<file path="config.mk">
export PLATFORM = sky130hd
export DESIGN_NAME = neopix_frame_sequencer
export DESIGN_NICKNAME = d
export VERILOG_FILES = /design/src/rtl/neopix_pkg.sv /design/src/rtl/neopix_pix_fifo.sv /design/src/rtl/neopix_frame_sequencer.sv
export SDC_FILE = /design/constraint.sdc
export NUM_CORES = 1
export LEC_CHECK = 0
export BUFFER_PORTS_ARGS = -buffer_cell sky130_fd_sc_hd__buf_2
export CELL_PAD_IN_SITES_DETAIL_PLACEMENT = 0
export CELL_PAD_IN_SITES_GLOBAL_PLACEMENT = 1
export CORE_MARGIN = 2
export CORE_UTILIZATION = 30
export DETAILED_ROUTE_END_ITERATION = 6
export GPL_ROUTABILITY_DRIVEN = 0
export PLACE_DENSITY = 0.61
export RECOVER_POWER = 25
export SETUP_SLACK_MARGIN = 0.1
export SYNTH_ARGS = -nofsm -noshare
export SYNTH_HDL_FRONTEND = slang
export SYNTH_SLANG_ARGS = --single-unit
</file>
<file path="constraint.sdc">
create_clock -name clock -period 2.8 [get_ports clock]
set_input_delay 0.28 -clock clock [delete_from_list [all_inputs] [get_ports clock]]
set_output_delay 0.28 -clock clock [all_outputs]
set_load 0.01 [all_outputs]
</file>
<file path="src/rtl/neopix_pkg.sv">
// Shared constants and FSM encoding for the NeoPixel frame sequencer.
// Defaults match a 512x32 pixel RAM with 2-cycle read latency at 50 MHz.
// No clocked logic.
package neopix_pkg;

  localparam int NEOPIX_ADDR_W       = 9;
  localparam int NEOPIX_DATA_W       = 32;
  localparam int NEOPIX_RD_LATENCY   = 2;
  localparam int NEOPIX_LATCH_CYCLES = 2500;
  localparam int PIXEL_MAX           = 512;

  typedef logic [1:0] state_t;

  localparam state_t ST_IDLE  = 2'd0;
  localparam state_t ST_FETCH = 2'd1;
  localparam state_t ST_DRAIN = 2'd2;
  localparam state_t ST_LATCH = 2'd3;

endpackage

</file>
<file path="src/rtl/neopix_pix_fifo.sv">
// First-word-fall-through FIFO; exposes occupancy so the reader can run a credit check.
// Latency: a push is visible at the head in the following cycle.
// Backpressure: none internally; pushes while full are dropped, so the writer must respect count.
module neopix_pix_fifo #(
  parameter int DEPTH = 4,
  parameter int WIDTH = 32
) (
  input  logic                       clock,
  input  logic                       reset_n,
  input  logic                       push,
  input  logic [WIDTH-1:0]           push_data,
  input  logic                       pop,
  output logic [WIDTH-1:0]           pop_data,
  output logic                       empty,
  output logic [$clog2(DEPTH+1)-1:0] count
);

  localparam int PW = (DEPTH > 1) ? $clog2(DEPTH) : 1;
  localparam int CW = $clog2(DEPTH + 1);

  logic [WIDTH-1:0] mem [DEPTH];
  logic [PW-1:0]    wr_ptr;
  logic [PW-1:0]    rd_ptr;
  logic             full;
  logic             do_push;
  logic             do_pop;

  assign empty    = (count == '0);
  assign full     = (count == CW'(DEPTH));
  assign do_push  = push && !full;
  assign do_pop   = pop && !empty;
  // Head is forced to zero when empty so the output is clean between frames.
  assign pop_data = empty ? '0 : mem[rd_ptr];

  always_ff @(posedge clock or negedge reset_n) begin
    if (!reset_n) begin
      wr_ptr <= '0;
      rd_ptr <= '0;
      count  <= '0;
    end else begin
      if (do_push) wr_ptr <= (wr_ptr == PW'(DEPTH - 1)) ? '0 : wr_ptr + 1'b1;
      if (do_pop)  rd_ptr <= (rd_ptr == PW'(DEPTH - 1)) ? '0 : rd_ptr + 1'b1;
      if (do_push && !do_pop)      count <= count + 1'b1;
      else if (!do_push && do_pop) count <= count - 1'b1;
    end
  end

  always_ff @(posedge clock) begin
    if (do_push) mem[wr_ptr] <= push_data;
  end

endmodule

</file>
<file path="src/rtl/neopix_frame_sequencer.sv">
// Streams a wrapping window of pixel RAM words to the encoder, then holds the WS2812 latch gap.
// Latency: first rdaddress one cycle after start, first pix_valid RD_LATENCY+2 cycles after start.
// Backpressure: pix_ready low stalls reads via occupancy+in-flight credits. NEOPIX_AUTO_REFRESH_EN adds auto_stop and free-running refresh.
module neopix_frame_sequencer
  import neopix_pkg::*;
#(
  parameter int ADDR_W       = NEOPIX_ADDR_W,
  parameter int DATA_W       = NEOPIX_DATA_W,
  parameter int RD_LATENCY   = NEOPIX_RD_LATENCY,
  parameter int FIFO_DEPTH   = 4,
  parameter int LATCH_CYCLES = NEOPIX_LATCH_CYCLES
) (
  input  logic              clock,
  input  logic              reset_n,
  input  logic              start,
  input  logic [ADDR_W-1:0] base_addr,
  input  logic [ADDR_W:0]   pixel_count,
  output logic [ADDR_W-1:0] rdaddress,
  input  logic [DATA_W-1:0] ram_q,
  output logic [DATA_W-1:0] pix_data,
  output logic              pix_valid,
  input  logic              pix_ready,
  output logic              latch,
  output logic              busy,
  output logic              done
`ifdef NEOPIX_AUTO_REFRESH_EN
  ,
  input  logic              auto_stop
`endif
);

  localparam int CW = $clog2(FIFO_DEPTH + 1);
  localparam int LW = $clog2(LATCH_CYCLES + 1);

  state_t                state;
  logic [ADDR_W:0]       remaining;
  logic [ADDR_W:0]       cnt_in;
  logic [LW-1:0]         latch_cnt;
  logic [RD_LATENCY-1:0] rd_sr;
  logic [CW:0]           inflight;
  logic [CW-1:0]         fifo_count;
  logic                  fifo_empty;
  logic                  credit_ok;
  logic                  issue;
`ifdef NEOPIX_AUTO_REFRESH_EN
  logic [ADDR_W-1:0]     base_r;
  logic [ADDR_W:0]       count_r;
`endif

  assign cnt_in = (pixel_count > (ADDR_W+1)'(PIXEL_MAX)) ? (ADDR_W+1)'(PIXEL_MAX) : pixel_count;

  always_comb begin
    inflight = '0;
    for (int i = 0; i < RD_LATENCY; i++) inflight = inflight + (CW+1)'(rd_sr[i]);
  end

  // Words already buffered plus words still in the RAM pipe must fit the FIFO.
  assign credit_ok = (({1'b0, fifo_count} + inflight) < (CW+1)'(FIFO_DEPTH));
  assign issue     = (state == ST_FETCH) && credit_ok;
  assign busy      = (state != ST_IDLE);
  assign latch     = (state == ST_LATCH);
  assign pix_valid = !fifo_empty;

  always_ff @(posedge clock or negedge reset_n) begin
    if (!reset_n) begin
      rd_sr <= '0;
    end else begin
      rd_sr[0] <= issue;
      for (int i = 1; i < RD_LATENCY; i++) rd_sr[i] <= rd_sr[i-1];
    end
  end

  always_ff @(posedge clock or negedge reset_n) begin
    if (!reset_n) begin
      state     <= ST_IDLE;
      rdaddress <= '0;
      remaining <= '0;
      latch_cnt <= '0;
      done      <= 1'b0;
`ifdef NEOPIX_AUTO_REFRESH_EN
      base_r    <= '0;
      count_r   <= '0;
`endif
    end else begin
      done <= 1'b0;
      case (state)
        ST_IDLE: begin
          if (start) begin
            if (cnt_in == '0) begin
              done <= 1'b1;
            end else begin
              state     <= ST_FETCH;
              rdaddress <= base_addr;
              remaining <= cnt_in;
`ifdef NEOPIX_AUTO_REFRESH_EN
              base_r    <= base_addr;
              count_r   <= cnt_in;
`endif
            end
          end
        end
        ST_FETCH: begin
          if (issue) begin
            remaining <= remaining - 1'b1;
            // Address holds on the final read; ADDR_W-bit add wraps 511 -> 0.
            if (remaining == (ADDR_W+1)'(1)) state <= ST_DRAIN;
            else rdaddress <= rdaddress + 1'b1;
          end
        end
        ST_DRAIN: begin
          if ((inflight == '0) && fifo_empty) begin
            state     <= ST_LATCH;
            latch_cnt <= LW'(LATCH_CYCLES - 1);
          end
        end
        ST_LATCH: begin
          if (latch_cnt == '0) begin
            done <= 1'b1;
`ifdef NEOPIX_AUTO_REFRESH_EN
            if (auto_stop) begin
              state     <= ST_FETCH;
              rdaddress <= base_r;
              remaining <= count_r;
            end else begin
              state <= ST_IDLE;
            end
`else
            state <= ST_IDLE;
`endif
          end else begin
            latch_cnt <= latch_cnt - 1'b1;
          end
        end
        default: state <= ST_IDLE;
      endcase
    end
  end

  neopix_pix_fifo #(
    .DEPTH (FIFO_DEPTH),
    .WIDTH (DATA_W)
  ) u_fifo (
    .clock     (clock),
    .reset_n   (reset_n),
    .push      (rd_sr[RD_LATENCY-1]),
    .push_data (ram_q),
    .pop       (pix_valid && pix_ready),
    .pop_data  (pix_data),
    .empty     (fifo_empty),
    .count     (fifo_count)
  );

endmodule

</file>
==> impl_metrics.ini <==
[routing]
detail_route.wl_per_cell_um = 17.0
routed_wl_um = 16400
dr.pass1.iters = 5
drc_errors = 0
first_iter_violations = 216
vias = 4756
viasPerCell = 4.93
ant_nets = 0

[final_layout]
register_area_mm2 = 0.00492
area_growth_pct = 19.6
post-route-util_pct = 36.4
fin_nets = 695
layout_common_cells = edfxtp_1 (128), buf_2 (73), dfrtp_1 (42), and2_1 (34), mux4_2 (32)
drive_gt1_share_pct = 26.2
multi_input_area_mm2 = 0.00253
layout_commonest_cell = edfxtp_1
fill_cells = 2437

[clock_tree]
worst_skew_pair.late_latency_ns = 0.43
h-tree-depth = 4
numCtsBuffers = 17
ctsHoldBuffers = 0
cts_resized = 0
clk_pin_slew_worst_paths_ns = 0.07
clockBufferDepth = 2
cts.sinks = 171
cts_setup_buffers = 0
clock-root-buffer = clkbuf_16
cts_tree = yes

[worst_setup_path]
crit_slowest_cell = dfrtp_2
cp_max_fo = 26
crit_family = flip-flops
path_cells = buf_12 -> mux4_2 -> and2_1 -> buf_2
arrival_ns = 2.14
cp-end-kind = primary output
critical-path-max-stage-delay_ns = 0.56
startpoint_type = flop
worst-path-buf-inv = 2
crit_required_ns = 2.52
path_class = flop to primary output

[synth]
yosys.area.top_type = edfxtp_1
synth_area_per_cell_um2 = 14.8
synth_area_leaders = edfxtp_1 (50%), dfrtp_1 (14%), mux4_2 (9.5%)
syn-cell-area_mm2 = 0.00761
ys_seq_area_share_pct = 64.6
synth-edff-count = 128
syn_inst = 513
yosysWarnings = 0
synthFlopType = edfxtp_1
ys_types = 60
syn_nets = 587
async_reset_ff_share_pct = 25.1
yosysTopAreaCellShare_pct = 50.5
synth-seq-cells = 171

[pwr]
pwr_density_cell_mw_per_mm2 = 1060
power.leakage_uw = 0.00328
vdd_drop_max_mv = 0.398

[timing]
fin_crit_ns = 2.42
tightest_slew_ns = 1.02
slew_headroom_pct = 32.0
rsz0062_at_grt = no
fin_skew_ns = 0.0153
period_share_pct = 86.6
slew_viol_final = 0
hold_ws_ns = 0.0165
setup_violations = 0
hold_violations = 0
setup_tns_ns = 0
fmax_ghz = 0.412

[place]
dp_hpwl_um = 10900
portBuffers = 99

[run]
maxCapViolCount = 0

[floorplanning]
core_mm2 = 0.0250
die-area_mm2 = 0.0267
die_height_um = 163
ios = 100
fp.dieW_um = 163
initial_core_util_pct = 30.4
placementRows = 58

[outcome]
status = complete, no violations

[global_routing]
grt_pass1_vias = 4918
grt_antenna_before_repair = 1
grt_max_degree = 44
grt_pass1_wl_um = 26000
grt.total_usage_pct = 12.7
grt_overflow_total = 0

[worst_hold_path]
holdCritPathClass = primary input to asynchronous set/reset pin
## where the power goes
part	switching [uW]	total [uW]	internal [uW]
clock network	1030	2210	1180
registers	436	3670	3240
logic	2040	3750	1710
## cells in the mapped netlist, types with 2 or more instances
library cell / count
nor4_2: 2
clkbuf_1: 14
and4_1: 2
or3_1: 2
and3_1: 7
o32ai_1: 4
dfrtp_1: 43
edfxtp_1: 128
nor4_1: 5
nand2_1: 23
a21oi_1: 24
a211oi_1: 2
nand3_1: 12
nor2_1: 25
a32oi_1: 2
xor2_1: 12
o21ai_0: 19
inv_1: 17
mux4_2: 32
nand4_1: 13
buf_2: 6
a22o_1: 2
o22ai_1: 5
nand2b_1: 3
nor3_1: 9
mux2_2: 3
ha_1: 18
nor2b_1: 2
a31oi_1: 9
and2_1: 38
## metal layers
metal	share of wire [%]	vias up	global-route usage, %
li1	-	2208	-
met1	44	2432	15.9
met2	50	101	21.9
met3	4.1	15	2.54
met4	1.3	0	4.59
met5	0	-	0
## state kept, by name (all words and copies together) (netlist names)
| name | cells |
|---|---|
| rdaddress | 9 |
| u_fifo.count | 3 |
| u_fifo.mem | 128 |
| u_fifo.wr_ptr | 2 |
| done | 1 |
| latch_cnt | 12 |
| rd_sr | 2 |
| state | 2 |
| u_fifo.rd_ptr | 2 |
| remaining | 10 |
## worst paths after layout
path,from,endpoint,slack [ns],cells past startpoint
hold reg to reg,rd_sr[0],rd_sr[1],0.43,0
hold / removal,reset_n,remaining[2],0.02,1
min in group clock,ram_q[22],u_fifo.mem[2][22],0.08,1
setup / recovery,u_fifo.rd_ptr[0],pix_data[29],0.38,4
setup reg to reg,u_fifo.count[0],u_fifo.count[2],0.50,8
max in group asynchronous,reset_n,u_fifo.rd_ptr[0],2.06,1
## worst register-to-register path: cells and delay by family (launching register included)
kind                       cells  cell delay [ns]
adders and majority gates      2             0.68
DFF                            1             0.48
AOI/OAI and AO/OA              1             0.48
xor gates and xnor gates       2             0.33
and+or+nand+nor                2             0.20
buffers and inverters          1             0.06
## cells by family after synthesis
| kind of cell | after synthesis | share of synthesized area, % |
|---|---|---|
| and+or+nand+nor | 153 | 11.5 |
| buffers and inverters | 40 | 2.22 |
| muxes | 37 | 10.2 |
| xor gates and xnor gates | 13 | 1.50 |
| adders and majority gates | 19 | 3.22 |
| DFF | 171 | 64.6 |
| AOI/OAI and AO/OA | 80 | 6.69 |
## through the flow
| step | power (uW) | std cells | cell area, um2 | setup slack, ns |
|---|---|---|---|---|
| floorplan | 6280 | 513 | 7610 | 0.672 |
| global placement | 7420 | 932 | 8580 | 0.615 |
| detailed placement | 7540 | 932 | 8580 | 0.512 |
| CTS | 9780 | 964 | 9140 | 0.297 |
| global route | 10300 | 964 | 9100 | 0.242 |
| finish | 9630 | 965 | 9110 | 0.375 |
## area by class of cell
type	count	share of cell area (%)
inverters	18	0.742
clock inverters	14	1.42
flip-flops and latches	171	54.0
well taps	330	4.53
multi-input cells	302	27.8
diodes	1	0.0275
clock buffers	18	4.71
repair buffers	111	6.76
(Power assumes the default switching activity.)
